### src/rtl/core_mem_arbiter_if.sv
// Core-side request/ack signals and the shared AXI4 single-beat master channel.
// The master modport is the arbiter's view; the slave modport is the core plus memory.
interface core_mem_arbiter_if;
    logic        I_REQ;
    logic [31:0] I_ADDR;
    logic        I_ACK;
    logic        D_REQ;
    logic        D_WE;
    logic [31:0] D_ADDR;
    logic [31:0] D_WDATA;
    logic [3:0]  D_STRB;
    logic        D_ACK;
    logic [31:0] RDATA;
    logic        BUS_ERR;

    logic [31:0] M_AXI_ARADDR;
    logic        M_AXI_ARVALID;
    logic        M_AXI_ARREADY;
    logic [31:0] M_AXI_RDATA;
    logic [1:0]  M_AXI_RRESP;
    logic        M_AXI_RVALID;
    logic        M_AXI_RREADY;
    logic [31:0] M_AXI_AWADDR;
    logic        M_AXI_AWVALID;
    logic        M_AXI_AWREADY;
    logic [31:0] M_AXI_WDATA;
    logic [3:0]  M_AXI_WSTRB;
    logic        M_AXI_WVALID;
    logic        M_AXI_WREADY;
    logic [1:0]  M_AXI_BRESP;
    logic        M_AXI_BVALID;
    logic        M_AXI_BREADY;

    modport master (
        input  I_REQ, I_ADDR, D_REQ, D_WE, D_ADDR, D_WDATA, D_STRB,
        input  M_AXI_ARREADY, M_AXI_RDATA, M_AXI_RRESP, M_AXI_RVALID,
        input  M_AXI_AWREADY, M_AXI_WREADY, M_AXI_BRESP, M_AXI_BVALID,
        output I_ACK, D_ACK, RDATA, BUS_ERR,
        output M_AXI_ARADDR, M_AXI_ARVALID, M_AXI_RREADY,
        output M_AXI_AWADDR, M_AXI_AWVALID, M_AXI_WDATA, M_AXI_WSTRB, M_AXI_WVALID,
        output M_AXI_BREADY
    );

    modport slave (
        output I_REQ, I_ADDR, D_REQ, D_WE, D_ADDR, D_WDATA, D_STRB,
        output M_AXI_ARREADY, M_AXI_RDATA, M_AXI_RRESP, M_AXI_RVALID,
        output M_AXI_AWREADY, M_AXI_WREADY, M_AXI_BRESP, M_AXI_BVALID,
        input  I_ACK, D_ACK, RDATA, BUS_ERR,
        input  M_AXI_ARADDR, M_AXI_ARVALID, M_AXI_RREADY,
        input  M_AXI_AWADDR, M_AXI_AWVALID, M_AXI_WDATA, M_AXI_WSTRB, M_AXI_WVALID,
        input  M_AXI_BREADY
    );
endinterface

### src/rtl/core_mem_arbiter.sv
// Round-robin arbiter sharing one AXI4 single-beat master between instruction fetch
// and data access; one transaction in flight, all outputs registered.
//
// state  | meaning
// -------+------------------------------------------------------------
// IDLE   | no transaction; pick a requester, launch AR or AW+W
// AR     | ARVALID held with ARADDR until ARREADY
// R      | RREADY held until RVALID; capture read data and RRESP
// AWW    | AWVALID/WVALID each held until their own handshake
// B      | BREADY held until BVALID; capture BRESP
// ACK    | one-cycle I_ACK or D_ACK (with BUS_ERR on a bad response)
module core_mem_arbiter #(
    parameter int          C_OFFSET_WIDTH = 28,
    parameter logic [31:0] C_BASE_ADDR    = 32'h0000_0000
) (
    input  logic               CLK,
    input  logic               RST,
    core_mem_arbiter_if.master bus
);

    typedef enum logic [2:0] {
        S_IDLE,
        S_AR,
        S_R,
        S_AWW,
        S_B,
        S_ACK
    } state_t;

    // A width of 32 wraps the shift to zero, so the subtraction still yields all ones.
    localparam logic [31:0] OFFSET_MASK = (32'h1 << C_OFFSET_WIDTH) - 32'h1;

    function automatic logic [31:0] map_addr(input logic [31:0] addr);
        return C_BASE_ADDR | (addr & OFFSET_MASK & ~32'h3);
    endfunction

    state_t      state;
    logic        last_grant_data;
    logic        grant_data;
    logic        i_ack_q;
    logic        d_ack_q;
    logic        bus_err_q;
    logic [31:0] rdata_q;
    logic [31:0] araddr_q;
    logic        arvalid_q;
    logic        rready_q;
    logic [31:0] awaddr_q;
    logic        awvalid_q;
    logic [31:0] wdata_q;
    logic [3:0]  wstrb_q;
    logic        wvalid_q;
    logic        bready_q;

    logic        aw_done;
    logic        w_done;

    // An address or data channel counts as finished if it already handshook or does so now.
    assign aw_done = !awvalid_q || bus.M_AXI_AWREADY;
    assign w_done  = !wvalid_q  || bus.M_AXI_WREADY;

    always_ff @(posedge CLK) begin
        if (RST) begin
            state           <= S_IDLE;
            last_grant_data <= 1'b1;
            grant_data      <= 1'b0;
            i_ack_q         <= 1'b0;
            d_ack_q         <= 1'b0;
            bus_err_q       <= 1'b0;
            rdata_q         <= 32'h0;
            araddr_q        <= 32'h0;
            arvalid_q       <= 1'b0;
            rready_q        <= 1'b0;
            awaddr_q        <= 32'h0;
            awvalid_q       <= 1'b0;
            wdata_q         <= 32'h0;
            wstrb_q         <= 4'h0;
            wvalid_q        <= 1'b0;
            bready_q        <= 1'b0;
        end else begin
            case (state)
                S_IDLE: begin
                    if (bus.I_REQ && (!bus.D_REQ || last_grant_data)) begin
                        grant_data      <= 1'b0;
                        last_grant_data <= 1'b0;
                        araddr_q        <= map_addr(bus.I_ADDR);
                        arvalid_q       <= 1'b1;
                        state           <= S_AR;
                    end else if (bus.D_REQ) begin
                        grant_data      <= 1'b1;
                        last_grant_data <= 1'b1;
                        if (bus.D_WE) begin
                            awaddr_q  <= map_addr(bus.D_ADDR);
                            wdata_q   <= bus.D_WDATA;
                            wstrb_q   <= bus.D_STRB;
                            awvalid_q <= 1'b1;
                            wvalid_q  <= 1'b1;
                            state     <= S_AWW;
                        end else begin
                            araddr_q  <= map_addr(bus.D_ADDR);
                            arvalid_q <= 1'b1;
                            state     <= S_AR;
                        end
                    end
                end

                S_AR: begin
                    if (bus.M_AXI_ARREADY) begin
                        arvalid_q <= 1'b0;
                        rready_q  <= 1'b1;
                        state     <= S_R;
                    end
                end

                S_R: begin
                    if (bus.M_AXI_RVALID) begin
                        rdata_q   <= bus.M_AXI_RDATA;
                        bus_err_q <= |bus.M_AXI_RRESP;
                        rready_q  <= 1'b0;
                        i_ack_q   <= !grant_data;
                        d_ack_q   <= grant_data;
                        state     <= S_ACK;
                    end
                end

                S_AWW: begin
                    if (bus.M_AXI_AWREADY) begin
                        awvalid_q <= 1'b0;
                    end
                    if (bus.M_AXI_WREADY) begin
                        wvalid_q <= 1'b0;
                    end
                    if (aw_done && w_done) begin
                        bready_q <= 1'b1;
                        state    <= S_B;
                    end
                end

                S_B: begin
                    if (bus.M_AXI_BVALID) begin
                        bus_err_q <= |bus.M_AXI_BRESP;
                        bready_q  <= 1'b0;
                        d_ack_q   <= 1'b1;
                        state     <= S_ACK;
                    end
                end

                S_ACK: begin
                    i_ack_q   <= 1'b0;
                    d_ack_q   <= 1'b0;
                    bus_err_q <= 1'b0;
                    state     <= S_IDLE;
                end

                default: begin
                    state <= S_IDLE;
                end
            endcase
        end
    end

    assign bus.I_ACK         = i_ack_q;
    assign bus.D_ACK         = d_ack_q;
    assign bus.BUS_ERR       = bus_err_q;
    assign bus.RDATA         = rdata_q;
    assign bus.M_AXI_ARADDR  = araddr_q;
    assign bus.M_AXI_ARVALID = arvalid_q;
    assign bus.M_AXI_RREADY  = rready_q;
    assign bus.M_AXI_AWADDR  = awaddr_q;
    assign bus.M_AXI_AWVALID = awvalid_q;
    assign bus.M_AXI_WDATA   = wdata_q;
    assign bus.M_AXI_WSTRB   = wstrb_q;
    assign bus.M_AXI_WVALID  = wvalid_q;
    assign bus.M_AXI_BREADY  = bready_q;

endmodule

### src/flat_wrapper.sv
// flat-port wrapper written by rule: the top's interface ports become plain ports
module core_mem_arbiter_flat 
#(
    parameter int          C_OFFSET_WIDTH = 28,
    parameter logic [31:0] C_BASE_ADDR    = 32'h0000_0000
)
  (CLK, RST, bus_I_REQ, bus_I_ADDR, bus_D_REQ, bus_D_WE, bus_D_ADDR, bus_D_WDATA, bus_D_STRB, bus_M_AXI_ARREADY, bus_M_AXI_RDATA, bus_M_AXI_RRESP, bus_M_AXI_RVALID, bus_M_AXI_AWREADY, bus_M_AXI_WREADY, bus_M_AXI_BRESP, bus_M_AXI_BVALID, bus_I_ACK, bus_D_ACK, bus_RDATA, bus_BUS_ERR, bus_M_AXI_ARADDR, bus_M_AXI_ARVALID, bus_M_AXI_RREADY, bus_M_AXI_AWADDR, bus_M_AXI_AWVALID, bus_M_AXI_WDATA, bus_M_AXI_WSTRB, bus_M_AXI_WVALID, bus_M_AXI_BREADY);
  core_mem_arbiter_if bus_i ();
  input  logic CLK;
  input  logic RST;
  input wire logic [$bits(bus_i.I_REQ)-1:0] bus_I_REQ;
  input wire logic [$bits(bus_i.I_ADDR)-1:0] bus_I_ADDR;
  input wire logic [$bits(bus_i.D_REQ)-1:0] bus_D_REQ;
  input wire logic [$bits(bus_i.D_WE)-1:0] bus_D_WE;
  input wire logic [$bits(bus_i.D_ADDR)-1:0] bus_D_ADDR;
  input wire logic [$bits(bus_i.D_WDATA)-1:0] bus_D_WDATA;
  input wire logic [$bits(bus_i.D_STRB)-1:0] bus_D_STRB;
  input wire logic [$bits(bus_i.M_AXI_ARREADY)-1:0] bus_M_AXI_ARREADY;
  input wire logic [$bits(bus_i.M_AXI_RDATA)-1:0] bus_M_AXI_RDATA;
  input wire logic [$bits(bus_i.M_AXI_RRESP)-1:0] bus_M_AXI_RRESP;
  input wire logic [$bits(bus_i.M_AXI_RVALID)-1:0] bus_M_AXI_RVALID;
  input wire logic [$bits(bus_i.M_AXI_AWREADY)-1:0] bus_M_AXI_AWREADY;
  input wire logic [$bits(bus_i.M_AXI_WREADY)-1:0] bus_M_AXI_WREADY;
  input wire logic [$bits(bus_i.M_AXI_BRESP)-1:0] bus_M_AXI_BRESP;
  input wire logic [$bits(bus_i.M_AXI_BVALID)-1:0] bus_M_AXI_BVALID;
  output wire logic [$bits(bus_i.I_ACK)-1:0] bus_I_ACK;
  output wire logic [$bits(bus_i.D_ACK)-1:0] bus_D_ACK;
  output wire logic [$bits(bus_i.RDATA)-1:0] bus_RDATA;
  output wire logic [$bits(bus_i.BUS_ERR)-1:0] bus_BUS_ERR;
  output wire logic [$bits(bus_i.M_AXI_ARADDR)-1:0] bus_M_AXI_ARADDR;
  output wire logic [$bits(bus_i.M_AXI_ARVALID)-1:0] bus_M_AXI_ARVALID;
  output wire logic [$bits(bus_i.M_AXI_RREADY)-1:0] bus_M_AXI_RREADY;
  output wire logic [$bits(bus_i.M_AXI_AWADDR)-1:0] bus_M_AXI_AWADDR;
  output wire logic [$bits(bus_i.M_AXI_AWVALID)-1:0] bus_M_AXI_AWVALID;
  output wire logic [$bits(bus_i.M_AXI_WDATA)-1:0] bus_M_AXI_WDATA;
  output wire logic [$bits(bus_i.M_AXI_WSTRB)-1:0] bus_M_AXI_WSTRB;
  output wire logic [$bits(bus_i.M_AXI_WVALID)-1:0] bus_M_AXI_WVALID;
  output wire logic [$bits(bus_i.M_AXI_BREADY)-1:0] bus_M_AXI_BREADY;
  assign bus_i.I_REQ = bus_I_REQ;
  assign bus_i.I_ADDR = bus_I_ADDR;
  assign bus_i.D_REQ = bus_D_REQ;
  assign bus_i.D_WE = bus_D_WE;
  assign bus_i.D_ADDR = bus_D_ADDR;
  assign bus_i.D_WDATA = bus_D_WDATA;
  assign bus_i.D_STRB = bus_D_STRB;
  assign bus_i.M_AXI_ARREADY = bus_M_AXI_ARREADY;
  assign bus_i.M_AXI_RDATA = bus_M_AXI_RDATA;
  assign bus_i.M_AXI_RRESP = bus_M_AXI_RRESP;
  assign bus_i.M_AXI_RVALID = bus_M_AXI_RVALID;
  assign bus_i.M_AXI_AWREADY = bus_M_AXI_AWREADY;
  assign bus_i.M_AXI_WREADY = bus_M_AXI_WREADY;
  assign bus_i.M_AXI_BRESP = bus_M_AXI_BRESP;
  assign bus_i.M_AXI_BVALID = bus_M_AXI_BVALID;
  assign bus_I_ACK = bus_i.I_ACK;
  assign bus_D_ACK = bus_i.D_ACK;
  assign bus_RDATA = bus_i.RDATA;
  assign bus_BUS_ERR = bus_i.BUS_ERR;
  assign bus_M_AXI_ARADDR = bus_i.M_AXI_ARADDR;
  assign bus_M_AXI_ARVALID = bus_i.M_AXI_ARVALID;
  assign bus_M_AXI_RREADY = bus_i.M_AXI_RREADY;
  assign bus_M_AXI_AWADDR = bus_i.M_AXI_AWADDR;
  assign bus_M_AXI_AWVALID = bus_i.M_AXI_AWVALID;
  assign bus_M_AXI_WDATA = bus_i.M_AXI_WDATA;
  assign bus_M_AXI_WSTRB = bus_i.M_AXI_WSTRB;
  assign bus_M_AXI_WVALID = bus_i.M_AXI_WVALID;
  assign bus_M_AXI_BREADY = bus_i.M_AXI_BREADY;
  core_mem_arbiter #(.C_OFFSET_WIDTH(C_OFFSET_WIDTH), .C_BASE_ADDR(C_BASE_ADDR)) u_core (.CLK(CLK), .RST(RST), .bus(bus_i));
endmodule
### config.mk
export PLATFORM = sky130hd
export DESIGN_NAME = core_mem_arbiter_flat
export DESIGN_NICKNAME = d
export VERILOG_FILES = /design/src/rtl/core_mem_arbiter_if.sv /design/src/rtl/core_mem_arbiter.sv /design/src/flat_wrapper.sv
export SDC_FILE = /design/constraint.sdc
export NUM_CORES = 1
export LEC_CHECK = 0
export BUFFER_PORTS_ARGS = -buffer_cell sky130_fd_sc_hd__buf_4
export CAP_MARGIN = 20
export CORE_UTILIZATION = 45
export DETAILED_ROUTE_END_ITERATION = 6
export PLACE_DENSITY = 0.8
export SYNTH_ARGS = -nofsm -noshare
export SYNTH_HDL_FRONTEND = slang
export SYNTH_SLANG_ARGS = --single-unit
### constraint.sdc
create_clock -name CLK -period 2.2 [get_ports CLK]
set_input_delay 0.11 -clock CLK [delete_from_list [all_inputs] [get_ports CLK]]
set_output_delay 0.11 -clock CLK [all_outputs]
set_load 0.02 [all_outputs]
======== Word level (Yosys, flattened, before mapping) ========
Index checks and enable logic that the tools add are counted.
storage, ports and cells
  input port bits ......................... 146
  word-level logic and storage cells ...... 104
  flip-flop bits (word level) ............. 139
  output and inout bits ................... 140
operators by class
  reductions and logical operators ........ 31
  muxes and demuxes ....................... 39
  bitwise gates (word level) .............. 1
  equal/unequal tests ..................... 17
operators by type and width
  operator                                                count
  2-to-1 mux 32 bit                                       3
  2-to-1 mux 1 bit                                        20
  2-to-1 mux 3 bit                                        6
  inequality test 2 bit (second input constant)           8
  one-hot mux 3 bit (5 select lines)                      1
  AND reduction 5 bit                                     3
  one-hot mux 1 bit (2 select lines)                      6
  AND reduction 3 bit                                     4
  nonzero test 2 bit                                      6
  AND reduction 4 bit                                     2
  equality test 3 x 2 -> 1 bit (second input constant)    2
  equality test 3 bit (second input constant)             2
  inequality test 3 x 2 -> 1 bit (second input constant)  2
  one-hot mux 1 bit (3 select lines)                      2
  AND reduction 2 bit                                     3
  zero test 1 bit                                         4
  inequality test 2 x 1 -> 1 bit (second input constant)  2
  OR reduction 2 bit                                      2
  equality test 3 x 1 -> 1 bit (second input constant)    1
  zero test 3 bit                                         1
  logical OR 1 bit                                        3
  nonzero test 3 bit                                      1
  logical AND 1 bit                                       2
  2-to-1 mux 2 bit                                        1
  NOT 1 bit                                               1

======== Depth between registers and ports, before layout ========
  word-level depth ........................ 5
  depth in mapped cells ................... 7
  depth with buffers taken out ............ 4

======== Worst setup path before layout ========
OpenSTA, ideal clock, no wires.
  path type ............................... flip-flop to flip-flop
  from .................................... register u_core.state[0]
  to ...................................... register u_core.araddr_q[17] (netlist: u_core.bus.M_AXI_ARADDR[17])
  clock period less this slack ............ 1.529 ns
  cell stages (with the launch flop) ...... 8
  arrival time ............................ 1.383 ns
  setup slack ............................. 0.671 ns
  cell sequence ........................... dfxtp_1 -> buf_6 -> or3_4 -> a21oi_2 -> and2_1 -> buf_4 -> buf_6 -> a211oi_2
on the way
  cells in the longest elaborated chain, start to end .. 2
RTL lines
  what                                  RTL line                text
  start, declared                       core_mem_arbiter.sv:37  state_t state;
  start signal, assigned                core_mem_arbiter.sv:63  state <= S_IDLE;
  start signal, assigned                core_mem_arbiter.sv:87  state <= S_AR;
  start signal, assigned                core_mem_arbiter.sv:97  state <= S_AWW;
  zero test 3 bit                       core_mem_arbiter.sv:80  case (state)
  AND reduction 3 bit (no source line)  n/a
  end signal, assigned                  core_mem_arbiter.sv:85  araddr_q <= map_addr(bus.I_ADDR);
  end signal, assigned                  core_mem_arbiter.sv:99  araddr_q <= map_addr(bus.D_ADDR);
  end, declared                         core_mem_arbiter.sv:44  logic [31:0] araddr_q;
No other way between the ends.
A chain may end at the register's enable or synchronous reset.

======== Worst setup path after layout ========
  from .................................... register u_core.state[1]
  to ...................................... register u_core.rdata_q[16] (netlist: u_core.bus.RDATA[16])
on the way
  cells in the longest elaborated chain, start to end .. 2
RTL lines
  what                                  RTL line                 text
  equality test 3 x 2 -> 1 bit          core_mem_arbiter.sv:80
  AND reduction 2 bit (no source line)  n/a
  end signal, assigned                  core_mem_arbiter.sv:116  rdata_q <= bus.M_AXI_RDATA;
  end, declared                         core_mem_arbiter.sv:43   logic [31:0] rdata_q;
No other way between the ends.

==> reports/qor.yml <==
critical_path.n_buffers_inverters: 1
timing.setup.critical_path_class: "reg -> reg"
cts_tree: "built"
run_status: "complete, but fails checks"
max-slew-margin-rel_pct: 62.5
floorplan.initialDensity_pct: 46.6
antenna_left: 0
drcViolationCount: 16
finalClockSkew_ns: 0.00693
detail_route.vias_per_cell: 5.13
cts_made_buffers: 17
insertion_delay_ns: 0.42
htree_levels: 4
drive_above_1_share_pct: 33.8
grt_use_total_pct: 29.6
wl_per_cell_um: 16.0
sort_of_element_at_the_start_of_the_critical_path: "flop"
syn_area_mm2: 0.00539
highest_ir_drop_seen_on_vdd_v: 0.000755
cellPowerDensity_mw_per_mm2: 1010
synth_top_area_share_pct: 49.4
ios: 286
yosysMostFrequentCell: "sky130_fd_sc_hd__nand2_1"
drt_pre_antenna_iters: 7
synth.area.top_cells: "sky130_fd_sc_hd__dfxtp_1 49%, sky130_fd_sc_hd__nand2_1 13%, sky130_fd_sc_hd__a21oi_1 12%"
rsz0062_at_grt: "false"
num_antenna_cells: 0
dr_total_vias: 5787
final_net_count: 1121
crit_path_max_fanout: 14
min_period_over_period_pct: 85.0
yosysUniqueCellTypes: 40
first_pass_grt_wire_length_um: 28800
synthCells: 632
cap_violations: 0
dr.first_iter.drc_count: 457
synthArstFlopShare_pct: 0
worstMarginPinSlew_ns: 0.562
number_of_global_route_vias_before_repair: 5864
critical_path_rt_ns: 2.53
die-area_mm2: 0.0124
sinks_on_the_clock_net: 133
areaGrowthSynthToFinish_pct: 65.4
post-dp-hpwl_um: 10600
final_max_slew_viol_count: 0
critical_path.cell_chain: "or3b_4 -> nor2_4 -> buf_4 -> nand2_1 -> a21oi_1"
seq_area_frac_synth_pct: 49.4
grt_remaining_overflow: 0
leakage_nw: 3.88
floorplan.die.height_um: 111
gp_routability_congestion: 0.781
timing.hold.worst.class: "in -> reg"
cts_buffer_depth: 2
report.final.setup_viol: 0
grt_antenna_before_repair: 0
critical-path-max-stage-delay_ns: 0.58
cp_slowest_cell: "sky130_fd_sc_hd__dfxtp_1"
post_synth.cell_area_avg_um2: 8.53
placement.io_buffers: 261
cts_post_setup_buffers_inserted: 0
timing.critical_path.arrival_ns: 2.20
total_core_area_mm2: 0.0116
post-synth-top-area-cell: "sky130_fd_sc_hd__dfxtp_1"
endpoint_kind: "flop"
synth_common_cells: "191 x sky130_fd_sc_hd__nand2_1, 133 x sky130_fd_sc_hd__dfxtp_1, 124 x sky130_fd_sc_hd__a21oi_1"
finalHoldViolations: 0
timing.fmax_mhz: 535
setup_tns_ns: 0
post-layout-total-power_mw: 9.04
ys_dominant_reg_cell: "sky130_fd_sc_hd__dfxtp_1"
grt_start_max_net_pins: 63
clk_transition_reported_paths_ns: 0.05
die_x_um: 111
clock_tree.root_cell: "sky130_fd_sc_hd__clkbuf_16"
critical-path-top-delay-family: "simple AND/OR/NAND/NOR gates"
rows: 39
routed_wl_um: 18000
layout_min_cycle_time_ns: 1.87
postSynthRegisterBits: 133
synth_enable_flop_cells: 0
failed_checks: "DRC"
yosysWarnings: 0
==> metrics by stage <==
| stage | utilization [%] | worst slack [ns] | instance area [um2] | hold WS [ns] | std cells |
|---|---|---|---|---|---|
| floorplan | - | 0.671 | 5430 | 0.246 | 643 |
| global placement | 63.9 | 0.435 | 7390 | 0.356 | 1003 |
| detailed placement | 63.9 | 0.399 | 7390 | 0.367 | 1003 |
| CTS | 77.1 | 0.387 | 8920 | 0.0320 | 1129 |
| global route | 77.1 | 0.189 | 8920 | 0.0392 | 1129 |
| finish | 77.1 | 0.331 | 8920 | 0.0489 | 1129 |
==> layout make-up <==
type / instances / area (um2)
Sequential cell: 133 / 2660
Clock inverter: 4 / 70.1
Inverter: 8 / 30.0
Multi-Input combinational cell: 439 / 2380
Tap cell: 143 / 179
Fill cell: 728 / 2650
Clock buffer: 26 / 499
Timing Repair Buffer: 376 / 3100
==> per-layer routing <==
metal,track usage (%),wire length (um),up-vias
met3,8.11,1230,64
met4,17.7,744,0
met1,32.1,6810,2681
li1,-,-,2787
met2,51.7,9240,255
met5,0,0,-
==> cell usage in the layout, fill, tap and decap left out, types with 8 or more instances in the layout <==
cell / count
sky130_fd_sc_hd__a211oi_1: 9
sky130_fd_sc_hd__a211oi_2: 18
sky130_fd_sc_hd__a21oi_1: 124
sky130_fd_sc_hd__buf_4: 277
sky130_fd_sc_hd__clkbuf_16: 17
sky130_fd_sc_hd__conb_1: 12
sky130_fd_sc_hd__dfxtp_1: 133
sky130_fd_sc_hd__dlygate4sd3_1: 96
sky130_fd_sc_hd__inv_1: 8
sky130_fd_sc_hd__mux2i_1: 30
sky130_fd_sc_hd__nand2_1: 191
sky130_fd_sc_hd__nor2_1: 10
==> flip-flops by register name, summed over array words and instances, names as in the netlist <==
register	flops
u_core.bus.M_AXI_ARVALID	1
u_core.bus.M_AXI_RREADY	1
u_core.bus.D_ACK	1
u_core.bus.M_AXI_WSTRB	4
u_core.bus.M_AXI_ARADDR	26
u_core.bus.M_AXI_AWVALID	1
u_core.bus.M_AXI_AWADDR	26
u_core.last_grant_data	1
u_core.bus.M_AXI_WVALID	1
u_core.state	3
u_core.bus.M_AXI_BREADY	1
u_core.bus.RDATA	32
u_core.bus.I_ACK	1
u_core.bus.M_AXI_WDATA	32
u_core.grant_data	1
u_core.bus.BUS_ERR	1
==> logic make-up after synthesis <==
| kind of cell | synth area share [%] |
|---|---|
| compound gates | 20.4 |
| buf+inv | 7.80 |
| flops | 49.4 |
| mux | 5.57 |
| other cells | 0.0695 |
| simple gates | 16.8 |
==> path summary, 6_finish.rpt <==
| path | startpoint | to | slack [ns] | cells past startpoint |
|---|---|---|---|---|
| worst min-delay path | bus_I_ADDR[5] | u_core.bus.M_AXI_ARADDR[5] | 0.05 | 3 |
| worst max-delay path | u_core.state[1] | u_core.bus.RDATA[16] | 0.33 | 5 |
| worst min register to register | u_core.bus.M_AXI_AWADDR[11] | u_core.bus.M_AXI_AWADDR[11] | 0.45 | 2 |
| worst max register to register | u_core.state[1] | u_core.bus.RDATA[16] | 0.33 | 5 |
==> repair_timing <==
item                                   in CTS  in global routing
setup endpoints to repair                   0                  0
gates resized for setup                     0                  0
endpoints found under the hold margin      96                  0
hold buffers                               96                  0
==> tightest hold or removal path: cells and delay by family <==
family / cells / cell delay (ns)
compound gates: 1 / 0.08
buf+inv: 1 / 0.11
mux: 1 / 0.12
==> where the power goes <==
group	total, mW	leakage [nW]	switching, mW	internal [mW]
clock network	2.74	0.280	0.973	1.77
registers	3.09	1.08	0.257	2.83
logic	3.21	2.52	1.80	1.41
total	9.04	3.88	3.03	6.01
(Power assumes the default switching activity.)
